`config.mk`:
```
export PLATFORM = sky130hd
export DESIGN_NAME = avmm_master_bridge
export DESIGN_NICKNAME = d
export VERILOG_FILES = /design/src/rtl/avmm_pkg.sv /design/src/rtl/cdc_sync_bit.sv /design/src/rtl/avmm_master_bridge.sv
export SDC_FILE = /design/constraint.sdc
export NUM_CORES = 1
export LEC_CHECK = 0
export BUFFER_PORTS_ARGS = -buffer_cell sky130_fd_sc_hd__buf_2
export CAP_MARGIN = 20
export CORE_MARGIN = 5
export CORE_UTILIZATION = 45
export DETAILED_ROUTE_END_ITERATION = 6
export HOLD_SLACK_MARGIN = 0.02
export PLACE_DENSITY_LB_ADDON = 0.12
export SLEW_MARGIN = 20
export SYNTH_ARGS = -nofsm -noshare
export SYNTH_HDL_FRONTEND = slang
export SYNTH_SLANG_ARGS = --single-unit
```
`constraint.sdc`:
```
create_clock -name clk -period 5.4 [get_ports clk]
set_clock_uncertainty 0.15 [all_clocks]
set_input_delay 0.54 -clock clk [delete_from_list [all_inputs] [get_ports clk]]
set_output_delay 0.54 -clock clk [all_outputs]
set_load 0.02 [all_outputs]
```
`src/rtl/avmm_pkg.sv`:
```
// Shared types and helpers for the Avalon-MM master bridge.
package avmm_pkg;

  typedef enum logic [1:0] {
    ST_IDLE   = 2'd0,
    ST_CMD    = 2'd1,
    ST_RDWAIT = 2'd2,
    ST_RESP   = 2'd3
  } avmm_state_t;

  // Number of byte lanes in a data word.
  function automatic int be_width(input int data_w);
    return data_w / 8;
  endfunction

endpackage

```
`src/rtl/cdc_sync_bit.sv`:
```
// Multi-flop single-bit synchroniser, asynchronously cleared to 0.
module cdc_sync_bit #(
  parameter int STAGES = 2
) (
  input  logic clk,
  input  logic reset_n,
  input  logic i_d,
  output logic o_q
);

  logic [STAGES-1:0] r_chain;

  // Shift the asynchronous input through the flop chain.
  always_ff @(posedge clk or negedge reset_n) begin
    if (!reset_n) begin
      r_chain <= '0;
    end else begin
      r_chain <= {r_chain[STAGES-2:0], i_d};
    end
  end

  assign o_q = r_chain[STAGES-1];

endmodule

```
`src/rtl/avmm_master_bridge.sv`:
```
// Single-word Avalon-MM master fed by a toggle request/acknowledge handshake
// from a slower processor clock domain.
//
//   state  | meaning
//   IDLE   | waiting for a new request toggle
//   CMD    | avm_read/avm_write asserted, waiting for waitrequest low
//   RDWAIT | read accepted, waiting for readdatavalid (USE_RDVALID=1)
//   RESP   | response registered, rsp_toggle flips on leaving
module avmm_master_bridge
  import avmm_pkg::*;
#(
  parameter int ADDR_W         = 32,
  parameter int DATA_W         = 32,
  parameter int SYNC_STAGES    = 2,
  parameter int USE_RDVALID    = 0,
  parameter int TIMEOUT_CYCLES = 1024,
  localparam int BE_W          = be_width(DATA_W)
) (
  input  logic              clk,
  input  logic              reset_n,
  input  logic              req_toggle,
  input  logic [ADDR_W-1:0] req_addr,
  input  logic [DATA_W-1:0] req_wdata,
  input  logic [BE_W-1:0]   req_be,
  input  logic              req_read,
  input  logic              req_write,
  output logic              rsp_toggle,
  output logic [DATA_W-1:0] rsp_rdata,
  output logic              rsp_error,
  output logic              busy,
  output logic [ADDR_W-1:0] avm_address,
  output logic [DATA_W-1:0] avm_writedata,
  output logic [BE_W-1:0]   avm_byteenable,
  output logic              avm_read,
  output logic              avm_write,
  input  logic              avm_waitrequest,
  input  logic [DATA_W-1:0] avm_readdata,
  input  logic              avm_readdatavalid
);

  localparam int TMO_W = (TIMEOUT_CYCLES > 1) ? $clog2(TIMEOUT_CYCLES) : 1;
  localparam logic [TMO_W-1:0] TMO_LAST =
    TMO_W'((TIMEOUT_CYCLES > 0) ? (TIMEOUT_CYCLES - 1) : 0);

  avmm_state_t      r_state;
  logic             r_last_seen;
  logic             r_is_read;
  logic [TMO_W-1:0] r_tmo_cnt;
  logic             w_req_sync;
  logic             w_start;
  logic             w_tmo_hit;

  cdc_sync_bit #(
    .STAGES (SYNC_STAGES)
  ) u_req_sync (
    .clk     (clk),
    .reset_n (reset_n),
    .i_d     (req_toggle),
    .o_q     (w_req_sync)
  );

  assign w_start   = w_req_sync ^ r_last_seen;
  // A zero timeout never fires; the counter may wrap harmlessly.
  assign w_tmo_hit = (TIMEOUT_CYCLES != 0) && (r_tmo_cnt == TMO_LAST);
  assign busy      = (r_state != ST_IDLE);

  // Transaction sequencer with registered Avalon and response outputs.
  always_ff @(posedge clk or negedge reset_n) begin
    if (!reset_n) begin
      r_state        <= ST_IDLE;
      r_last_seen    <= 1'b0;
      r_is_read      <= 1'b0;
      r_tmo_cnt      <= '0;
      avm_address    <= '0;
      avm_writedata  <= '0;
      avm_byteenable <= '0;
      avm_read       <= 1'b0;
      avm_write      <= 1'b0;
      rsp_toggle     <= 1'b0;
      rsp_rdata      <= '0;
      rsp_error      <= 1'b0;
    end else begin
      unique case (r_state)
        ST_IDLE: begin
          if (w_start) begin
            r_last_seen <= w_req_sync;
            if (req_read ^ req_write) begin
              avm_address    <= req_addr;
              avm_writedata  <= req_wdata;
              avm_byteenable <= req_be;
              avm_read       <= req_read;
              avm_write      <= req_write;
              r_is_read      <= req_read;
              r_tmo_cnt      <= '0;
              r_state        <= ST_CMD;
            end else begin
              // Ambiguous command: answer with an error, no bus cycle.
              rsp_rdata <= '0;
              rsp_error <= 1'b1;
              r_state   <= ST_RESP;
            end
          end
        end
        ST_CMD: begin
          if (!avm_waitrequest) begin
            avm_read  <= 1'b0;
            avm_write <= 1'b0;
            if (r_is_read && (USE_RDVALID != 0) && !avm_readdatavalid) begin
              r_state <= ST_RDWAIT;
            end else begin
              rsp_rdata <= r_is_read ? avm_readdata : '0;
              rsp_error <= 1'b0;
              r_state   <= ST_RESP;
            end
          end else if (w_tmo_hit) begin
            avm_read  <= 1'b0;
            avm_write <= 1'b0;
            rsp_rdata <= '0;
            rsp_error <= 1'b1;
            r_state   <= ST_RESP;
          end else begin
            r_tmo_cnt <= r_tmo_cnt + TMO_W'(1);
          end
        end
        ST_RDWAIT: begin
          if (avm_readdatavalid) begin
            rsp_rdata <= avm_readdata;
            rsp_error <= 1'b0;
            r_state   <= ST_RESP;
          end else if (w_tmo_hit) begin
            rsp_rdata <= '0;
            rsp_error <= 1'b1;
            r_state   <= ST_RESP;
          end else begin
            r_tmo_cnt <= r_tmo_cnt + TMO_W'(1);
          end
        end
        ST_RESP: begin
          rsp_toggle <= ~rsp_toggle;
          r_state    <= ST_IDLE;
        end
        default: r_state <= ST_IDLE;
      endcase
    end
  end

endmodule

```
==> reports/results.txt, run 1 <==
Synth area leaders = sky130_fd_sc_hd__dfrtp_1 63%, sky130_fd_sc_hd__nand2_1 17%, sky130_fd_sc_hd__a22o_1 6.3%
Detail-routed via count per cell = 4.906
Final hold slack = 62.22 ps
Number of vias in the routed layout = 4,092
Worst path most repeated cell = sky130_fd_sc_hd__a21oi_1
Share of power burned in the clock network = 27.2%
Yosys warnings = 0
Final WS setup = 2730 ps
Leading area contributor after synthesis = sky130_fd_sc_hd__dfrtp_1
Wire length of the first global-routing pass = 20,900 um
Synthesis-stage register bit count = 120
Capturing element type of the critical path = register
RD Place Congestion = 0.7791
Initial antenna violation count = 0
Worst Max-Slew Pin Slew = 902.3 ps
Number of buffers and inverters on the critical path = 1
Setup crit start kind = register
Overall die height = 112.7 um
Via count of the first global-routing pass = 4,283
Area used by multi-input combinational logic = 1630 um2
Required time of the critical path = 5690 ps
Time the worst path needs with I/O delays and setup = 2670 ps
Total congestion overflow after global routing = 0
TritonCTS clock tree = yes
Headroom to the max-slew limit = 39.85%
Die ar. = 12,700 um2
Post-synthesis to final-layout area growth = 38.11%
Buffers on Ports = 211
Post-layout nets = 798
Count of nets left with antenna violations after detail routing = 0
Number of library cell types mapped by synthesis = 34
Root buffer cell = sky130_fd_sc_hd__clkbuf_8
Num CTS Buffers = 17
Core Rows = 37
Net switching share of the total power = 40.17%
Ratio of cells with drive above 1 in the final layout = 36.10%
Antenna diodes = 0
Sum Neg Setup Slack = 0 ps
Clk sink count = 120
Maximum ir drop on the vdd rail = 0.2969 mV
Maximum number of pins on one net before global-route repair = 72
Final period utilization = 49.45%
Total internal power = 2.589 mW
Final Routed Wirelength = 12,570 um
Path type of the worst setup path = register to register
Cell count after synthesis = 474
Number of DRC markers after the initial detailed-route iteration = 245
Highest net fanout along the worst path = 20
Power after layout = 4.328 mW
Achievable clock frequency = 374.5 MHz
Final Hold Viols = 0
Power spent charging and discharging nets = 1.738 mW
Worst min path class = input pin to register
Number of I/O pins = 212
Max cap viols = 0
Average wire length per cell after detail routing = 15.07 um
Leakage = 3.704 nW
Total of cells resized after clock tree synthesis = 0
Pre-antenna DRT Iters = 4
Largest incremental delay on the critical path = 580 ps
Proportion of synthesized chip area in sequential cells = 63.29%
Register area = 3003 um2
Reg clk slew, reported paths = 60 ps
Share of Yosys cell area claimed by the top area cell type = 63.29%
HPWL Detailed = 8851 um
Final routed DRC violation total = 0
Overall fraction of global-route tracks in use = 20.28%
CP max-delay cell = sky130_fd_sc_hd__or4_1
Netlist area before placement = 4745 um2
Gate power share = 38.9%
Number of nets in the synthesized netlist = 587
Initial standard-cell utilization of the core = 45.96%
Skew-Pair Late Insertion Delay = 510 ps
Signal arrival time at the worst endpoint = 2960 ps
Maximum count of clock buffers along a single path = 2
Die outline width = 112.7 um
Setup repair after global routing missed its margin = no
Proportion of register bits with asynchronous set or reset after synthesis = 100.0%
Dominant register cell in the synthesized netlist = sky130_fd_sc_hd__dfrtp_1
Pre-CTS setup slack = 2656 ps
Deepest level of the CTS H-tree = 4
Power density of the placed cells = 660.5 nW/um2
Power share of the sequential group = 33.9%
Post-synth EDFFs = 0
Placeable Area = 10,320 um2
Delay-heaviest family, CP = simple AND/OR/NAND/NOR gates
Number of setup violations in the final report = 0
Result of the run = finished clean
CP cell instances = inv_1, ha_1, nor2b_1, a21oi_1, a211o_1, or4_1, a21oi_1
Fill cell total of the finished layout = 915
Final slew viol count = 0
Post-synthesis average cell area = 10.01 um2
repair_timing:
item                                   4_1_cts  5_1_grt
buffers inserted                             0        0
endpoints found under the hold margin       58        0
hold buffers                                 2        0
per-layer routing:
| layer | track usage, % | vias to the layer above | routed length (um) |
|---|---|---|---|
| li1 | - | 1994 | - |
| met3 | 7.978 | 26 | 1056 |
| met5 | 0 | - | 0 |
| met2 | 32.90 | 151 | 6082 |
| met1 | 24.17 | 1921 | 5134 |
| met4 | 8.253 | 0 | 295 |
cell type report:
class | count | share of cell area (%)
Clock buffer | 18 | 6.530
Clock inverter | 14 | 2.998
Inverter | 6 | 0.3628
Multi-Input combinational cell | 324 | 24.88
Sequential cell | 120 | 45.83
Tap cell | 136 | 2.597
Timing Repair Buffer | 216 | 16.80
cells by family (layout without fill, tap and decap cells):
kind of cell,after synthesis,after routing,share of synthesized area (%)
DFF,120,120,63.29
xor gates and xnor gates,4,4,0.7385
buffers and inverters,30,254,2.558
adders and majority gates,6,6,1.582
and+or+nand+nor,249,249,21.23
muxes,2,2,0.4746
AOI/OAI and AO/OA,63,63,10.13
path summary, 6_finish.rpt:
kind                                             from                     to  slack (ps)  cells after the start
worst max-delay path                       r_state[1]           r_tmo_cnt[9]        2730                      7
worst min-delay path                    req_wdata[18]      avm_writedata[18]          60                      3
worst max register to register             r_state[1]           r_tmo_cnt[9]        2730                      7
worst min register to register  u_req_sync.r_chain[0]  u_req_sync.r_chain[1]         200                      0
max in group asynchronous                     reset_n           r_tmo_cnt[9]        3380                      3
min in group asynchronous                     reset_n        avm_address[20]         470                      2
stage by stage:
step / instances / util, % / instance area (um2)
final: 834 / 63.47 / 6553
after global routing: 834 / 63.47 / 6553
after CTS: 834 / 63.46 / 6551
after detailed placement: 800 / 57.22 / 5907
after global placement: 800 / 57.22 / 5907
after floorplan: 474 / - / 4745
worst reg2reg max path: stages (launching register included):
cell and delay (ps):
sky130_fd_sc_hd__dfrtp_1 390, sky130_fd_sc_hd__inv_1 110, sky130_fd_sc_hd__ha_1 420, sky130_fd_sc_hd__nor2b_1 240
sky130_fd_sc_hd__a21oi_1 90, sky130_fd_sc_hd__a211o_1 450, sky130_fd_sc_hd__or4_1 590, sky130_fd_sc_hd__a21oi_1 150
power groups by stage:
stage	sequential (mW)	combinational (mW)	clock, mW
after floorplan	1.89	0.700	0
after CTS	1.47	1.71	1.20
final	1.47	1.68	1.18
after global placement	1.47	1.67	0
after global routing	1.52	1.85	1.25
after detailed placement	1.48	1.70	0
cell usage in the layout, fill, tap and decap left out, types with 3 or more instances in the layout:
cell / instances
sky130_fd_sc_hd__a21oi_1: 8
sky130_fd_sc_hd__a22o_1: 34
sky130_fd_sc_hd__buf_2: 210
sky130_fd_sc_hd__buf_4: 4
sky130_fd_sc_hd__bufinv_16: 4
sky130_fd_sc_hd__clkbuf_16: 16
sky130_fd_sc_hd__clkinv_2: 3
sky130_fd_sc_hd__clkinv_4: 3
sky130_fd_sc_hd__clkinvlp_4: 3
sky130_fd_sc_hd__dfrtp_1: 120
sky130_fd_sc_hd__ha_1: 6
sky130_fd_sc_hd__inv_1: 5
sky130_fd_sc_hd__nand2_1: 217
sky130_fd_sc_hd__nand4_1: 4
sky130_fd_sc_hd__nor2_1: 3
sky130_fd_sc_hd__nor2b_1: 3
sky130_fd_sc_hd__nor3_1: 5
sky130_fd_sc_hd__o211ai_1: 3
sky130_fd_sc_hd__o21ai_0: 8
sky130_fd_sc_hd__or3_1: 5
sky130_fd_sc_hd__or4_1: 5
sky130_fd_sc_hd__xor2_1: 3
synthesized netlist by cell type, drive strengths merged, types with 4 or more instances:
library cell / number
nand4: 4
o21ai: 8
inv: 5
a21oi: 8
ha: 6
buf: 4
a22o: 34
or4: 5
clkbuf: 20
or3: 5
nand2: 217
nor3: 5
dfrtp: 120
registers in the layout, summed over array words and instances (netlist names):
register / count
avm_address: 32
avm_writedata: 32
rsp_rdata: 32
r_tmo_cnt: 10
avm_byteenable: 4
r_state: 2
u_req_sync.r_chain: 2
avm_read: 1
avm_write: 1
r_is_read: 1
r_last_seen: 1
rsp_error: 1
rsp_toggle: 1
Power figures use the tool's default switching activity.
==> run 2, diff against run 1 <==
--- a/config.mk
+++ b/config.mk
@@ -8,7 +8,7 @@
 export BUFFER_PORTS_ARGS = -buffer_cell sky130_fd_sc_hd__buf_2
 export CAP_MARGIN = 20
 export CORE_MARGIN = 5
-export CORE_UTILIZATION = 45
+export CORE_UTILIZATION = 42
 export DETAILED_ROUTE_END_ITERATION = 6
 export HOLD_SLACK_MARGIN = 0.02
 export PLACE_DENSITY_LB_ADDON = 0.12
==> constraint.sdc (replaced) <==
create_clock -name clk -period 2.4 [get_ports clk]
set_clock_uncertainty 0.15 [all_clocks]
set_input_delay 0.24 -clock clk [delete_from_list [all_inputs] [get_ports clk]]
set_output_delay 0.24 -clock clk [all_outputs]
set_load 0.02 [all_outputs]
==> run 2 against run 1 <==
Effect of this change: final cell count grew 15%; clock-buffer cell count shrank 1; sequential power grew 130%; worst setup slack lost 2700 ps; via count grew 14%; routed wire length grew 19%; sequential share of layout area shrank 7.3 points; critical path depth is the same; critical path type unchanged.
==> reports/results.txt, run 2 (synthesis gave the netlist of run 1 again) <==
Result of the run = finished clean
Final Routed Wirelength = 14,900 um
Die outline width = 116.3 um
Required time of the critical path = 2580 ps
Ratio of cells with drive above 1 in the final layout = 33.86%
Root buffer cell = sky130_fd_sc_hd__clkbuf_16
Overall fraction of global-route tracks in use = 22.62%
Overall die height = 116.3 um
Headroom to the max-slew limit = 65.41%
Signal arrival time at the worst endpoint = 2540 ps
Met3 global-route usage = 6.632%
Critical Path Source = r_state[1]
Power share of the sequential group = 32.1%
Maximum count of clock buffers along a single path = 2
Number of I/O pins = 212
Cell total after placement = 818
Count of nets left with antenna violations after detail routing = 0
Share of power burned in the clock network = 25.8%
Detail-routed via count per cell = 4.865
Most common cell after layout, fill and taps aside = sky130_fd_sc_hd__nand2_1
Count of non-filler cells in the finished layout = 959
Path type of the worst setup path = register to register
Worst Reg-to-Reg Cells = 7
Buffers on Ports = 211
Highest net fanout along the worst path = 6
R2r endpoint = r_tmo_cnt[7]
Wire length of the first global-routing pass = 23,640 um
Global routing met2 resource utilization = 38.48%
Max cap viols = 0
Power spent charging and discharging nets = 4.109 mW
Final period utilization = 98.08%
Commonest non-fill, non-tap cells in the layout = 217 x sky130_fd_sc_hd__nand2_1, 210 x sky130_fd_sc_hd__buf_2, 120 x sky130_fd_sc_hd__dfrtp_1
Skew-Pair Late Insertion Delay = 410 ps
Setup crit start kind = register
Reg clk slew, reported paths = 50 ps
Largest regs = avm_address: 32 flops, avm_writedata: 32 flops, rsp_rdata: 32 flops
Time the worst path needs with I/O delays and setup = 2354 ps
Number of DRC markers after the initial detailed-route iteration = 218
HPWL Detailed = 9470 um
Die ar. = 13,520 um2
Total internal power = 6.226 mW
Post-synthesis to final-layout area growth = 64.24%
Net switching share of the total power = 39.76%
Power density of the placed cells = 1326 nW/um2
TritonCTS clock tree = yes
Core Rows = 38
Leakage = 4.241 nW
Total congestion overflow after global routing = 0
Fraction of met1 tracks used by global routing = 26.05%
Via count of the first global-routing pass = 4,899
Final slew viol count = 0
Num CTS Buffers = 17
Pre-antenna DRT Iters = 5
Initial antenna violation count = 0
Slack of the worst reg-to-reg path = 50 ps
Capturing element type of the critical path = register
RD Place Congestion = 0.8533
Maximum ir drop on the vdd rail = 0.7937 mV
Gate power share = 42.1%
Final Hold Viols = 0
Clk sink count = 120
Worst min path class = input pin to asynchronous set/reset pin
Achievable clock frequency = 424.8 MHz
Maximum number of pins on one net before global-route repair = 46
Number of vias in the routed layout = 4,666
Number of setup violations in the final report = 0
Worst Max-Slew Pin Slew = 514.9 ps
Post-layout nets = 918
Startpoint of the worst register-to-register path = r_state[1]
Gr busiest metal = met2
Final hold slack = 155.5 ps
Critical Path Sink = r_tmo_cnt[7]
Average wire length per cell after detail routing = 15.54 um
Initial standard-cell utilization of the core = 43.39%
Placeable Area = 10,940 um2
Final routed DRC violation total = 0
Deepest level of the CTS H-tree = 4
==> run 2: routing by layer <==
layer / up-vias / part of all wire (%)
li1: 2232 / -
met1: 2219 / 38
met2: 174 / 52
met3: 41 / 6.6
met4: 0 / 3.0
met5: - / 0
==> run 2: timing repair <==
action,4_1_cts,5_1_grt
hold buffers,104,0
resized for setup,2,8
endpoints found under the hold margin,176,0
pin swaps,0,1
endpoints found under the setup margin,5,38
buffers inserted,1,3
==> run 2: critical path, cell delays in order, from the launching register on <==
cell and delay, ps:
sky130_fd_sc_hd__dfrtp_1 360, sky130_fd_sc_hd__inv_1 100, sky130_fd_sc_hd__ha_1 210, sky130_fd_sc_hd__nor2b_1 170
sky130_fd_sc_hd__a221o_1 310, sky130_fd_sc_hd__a211o_4 310, sky130_fd_sc_hd__or4_4 520, sky130_fd_sc_hd__a21oi_2 150
==> run 2: area by class of cell <==
| type | count | area, um2 |
|---|---|---|
| Fill cell | 772 | 3143 |
| Sequential cell | 120 | 3003 |
| Timing Repair Buffer | 336 | 2292 |
| Multi-Input combinational cell | 324 | 1669 |
| Clock buffer | 17 | 425.4 |
| Clock inverter | 15 | 202.7 |
| Tap cell | 140 | 175.2 |
| Inverter | 6 | 22.52 |
| Antenna cell | 1 | 2.502 |
==> run 2: stage by stage <==
| step | cell area [um2] | power (mW) | utilization (%) | setup WS [ps] | setup TNS, ps |
|---|---|---|---|---|---|
| after floorplan | 4746 | 5.822 | - | 32.59 | 0 |
| after global placement | 6055 | 7.257 | 55.37 | 44.23 | 0 |
| after detailed placement | 6055 | 7.366 | 55.37 | -58.74 | -119.2 |
| after CTS | 7742 | 10.25 | 70.80 | 19.69 | 0 |
| after global routing | 7790 | 10.97 | 71.24 | -19.42 | -33.59 |
| final | 7792 | 10.34 | 71.26 | 46.12 | 0 |
==> run 2: worst min-delay path by stage <==
stage,start,end,slack [ps],depth (start not counted)
finish,reset_n,rsp_toggle,160,2
global route,reset_n,avm_address[19],180,2
CTS,avm_readdatavalid,r_state[0],150,4
detailed placement,reset_n,rsp_toggle,50,1
global placement,reset_n,rsp_toggle,50,1
floorplan,reset_n,avm_address[0],-210,0
==> run 2: power groups by stage <==
stage	Clock, mW	Combinational [mW]	Sequential (mW)
3_3_place_gp	0	3.95	3.31
4_1_cts	2.71	4.24	3.30
6_report	2.67	4.36	3.31
5_1_grt	2.79	4.76	3.42
2_1_floorplan	0	1.58	4.24
3_5_place_dp	0	4.06	3.31
==> run 3, diff against run 2 <==
--- a/config.mk
+++ b/config.mk
@@ -12,6 +12,7 @@
 export DETAILED_ROUTE_END_ITERATION = 6
 export HOLD_SLACK_MARGIN = 0.02
 export PLACE_DENSITY_LB_ADDON = 0.12
+export SETUP_SLACK_MARGIN = 0.2
 export SLEW_MARGIN = 20
 export SYNTH_ARGS = -nofsm -noshare
 export SYNTH_HDL_FRONTEND = slang
==> run 3 against run 2 <==
Effect of this change: routed wire length shrank 1.8%; critical path depth shrank 1; worst hold slack gained 1.4 ps; sequential power is essentially flat; critical endpoint unchanged; largest cell class unchanged; highest routed layer unchanged.
==> reports/results.txt, run 3 (synthesis gave the netlist of run 1 again) <==
Root buffer cell = sky130_fd_sc_hd__clkbuf_16
Count of nets left with antenna violations after detail routing = 0
Fill cell total of the finished layout = 783
Power after layout = 10.68 mW
Num CTS Buffers = 17
Cell count of the worst hold path = 4
Finished layout cell area = 7966 um2
Startpoint of the worst register-to-register path = r_state[0]
Skew-Pair Late Insertion Delay = 400 ps
Share of power burned in the clock network = 24.1%
Pre-CTS setup slack = 15.15 ps
Overall die height = 116.3 um
Overall fraction of global-route tracks in use = 21.55%
Post-synthesis to final-layout area growth = 67.91%
Sum Neg Setup Slack = 0 ps
Maximum ir drop on the vdd rail = 0.7696 mV
Final Hold Viols = 0
Total internal power = 6.414 mW
Clk sink count = 120
Utilization after layout = 72.85%
Ratio of cells with drive above 1 in the final layout = 35.67%
Highest net fanout along the worst path = 8
Number of vias in the routed layout = 4,668
RD Place Congestion = 0.8145
Detail-routed via count per cell = 4.817
Most common cell after layout, fill and taps aside = sky130_fd_sc_hd__nand2_1
Core Rows = 38
Signal arrival time at the worst endpoint = 2360 ps
Max cap viols = 0
Wire length of the first global-routing pass = 22,980 um
Placed standard-cell area = 6066 um2
Area used by multi-input combinational logic = 1768 um2
Maximum number of pins on one net before global-route repair = 72
Final WS setup = 216.0 ps
Initial antenna violation count = 0
Setup repair after global routing missed its margin = yes
Number of DRC markers after the initial detailed-route iteration = 218
Total congestion overflow after global routing = 0
Via count of the first global-routing pass = 4,907
HPWL Detailed = 9067 um
Commonest non-fill, non-tap cells in the layout = 217 x sky130_fd_sc_hd__nand2_1, 210 x sky130_fd_sc_hd__buf_2, 119 x sky130_fd_sc_hd__dfrtp_1
Power density of the placed cells = 1340 nW/um2
Final Routed Wirelength = 14,630 um
Power spent charging and discharging nets = 4.264 mW
Setup crit start kind = register
Path type of the worst setup path = register to register
Placeable Area = 10,940 um2
Slack of the worst reg-to-reg path = 220 ps
Largest regs = avm_address: 32 flops, avm_writedata: 32 flops, rsp_rdata: 32 flops
Average wire length per cell after detail routing = 15.10 um
TritonCTS clock tree = yes
Register area = 3004 um2
Final hold slack = 156.8 ps
Required time of the critical path = 2570 ps
Worst Reg-to-Reg Cells = 6
Post-layout nets = 927
Time the worst path needs with I/O delays and setup = 2184 ps
R2r endpoint = r_tmo_cnt[7]
Reg clk slew, reported paths = 50 ps
Final slew viol count = 0
Critical Path Source = r_state[0]
Die outline width = 116.3 um
Leakage = 4.292 nW
Gate power share = 44.8%
Critical Path Sink = r_tmo_cnt[7]
Initial standard-cell utilization of the core = 43.39%
Capturing element type of the critical path = register
Headroom to the max-slew limit = 63.54%
Die ar. = 13,520 um2
Number of setup violations in the final report = 0
Achievable clock frequency = 457.9 MHz
Final period utilization = 91.00%
Pre-antenna DRT Iters = 4
Power share of the sequential group = 31.2%
Final routed DRC violation total = 0
Net switching share of the total power = 39.94%
Maximum count of clock buffers along a single path = 2
Cell total after placement = 814
Result of the run = finished clean
Count of non-filler cells in the finished layout = 969
Worst min path class = input pin to register
Number of I/O pins = 212
Buffers on Ports = 211
Deepest level of the CTS H-tree = 4
Worst Max-Slew Pin Slew = 544.9 ps
[run 3: changes by cell type in the layout (fill, tap and decap cells not counted), moves of 2 or more]
cell                         before  now
sky130_fd_sc_hd__ha_1             5    3
sky130_fd_sc_hd__buf_6            0    4
sky130_fd_sc_hd__clkinv_4         5    0
sky130_fd_sc_hd__ha_4             0    3
sky130_fd_sc_hd__clkinvlp_4       2    6
sky130_fd_sc_hd__o21ai_1          0    3
sky130_fd_sc_hd__o21ai_0          8    5
sky130_fd_sc_hd__clkbuf_8         0    2
sky130_fd_sc_hd__buf_4           18   22
[run 3: worst min-delay path by stage]
stage                           from               endpoint  slack (ps)
2_1_floorplan                reset_n         avm_address[0]        -210
3_3_place_gp                 reset_n      avm_writedata[10]         100
3_5_place_dp                 reset_n      avm_writedata[13]         100
4_1_cts              avm_waitrequest             r_state[1]         130
5_1_grt        u_req_sync.r_chain[0]  u_req_sync.r_chain[1]         210
6_report             avm_waitrequest             r_state[1]         160
[run 3: routing by layer]
layer	GRT usage, %	vias up	wire length [um]
met2	37.49	152	7751
met3	5.751	31	952
li1	-	2253	-
met5	0	-	0
met1	24.49	2232	5523
met4	10.60	0	403
[run 3: power groups by stage]
stage	Combinational [mW]	Clock, mW	Sequential, mW
floorplan	1.67	0	4.25
global placement	3.97	0	3.30
detailed placement	4.07	0	3.33
CTS	4.56	2.62	3.31
global route	5.14	2.70	3.43
finish	4.78	2.57	3.33
[run 3: area by class of cell]
class / count / share of cell area (%)
Timing Repair Buffer: 344 / 29.90
Clock buffer: 20 / 5.733
Antenna cell: 2 / 0.06282
Multi-Input combinational cell: 325 / 22.19
Inverter: 6 / 0.3141
Sequential cell: 120 / 37.71
Tap cell: 140 / 2.199
Clock inverter: 12 / 1.885
[run 3: worst max-delay path: stages, from the launching register on]
cell,delay (ps)
sky130_fd_sc_hd__dfrtp_2,450
sky130_fd_sc_hd__ha_4,180
sky130_fd_sc_hd__nor2b_4,120
sky130_fd_sc_hd__a221o_1,300
sky130_fd_sc_hd__a211o_4,330
sky130_fd_sc_hd__or4_1,470
sky130_fd_sc_hd__a21oi_1,130
[run 3: repair_timing]
item,CTS,global route
gates resized for setup,14,15
hold buffers,104,0
cloned,0,1
pin swaps,9,6
endpoints found under the hold margin,140,0
endpoints found under the setup margin,40,41
buffers inserted,15,1
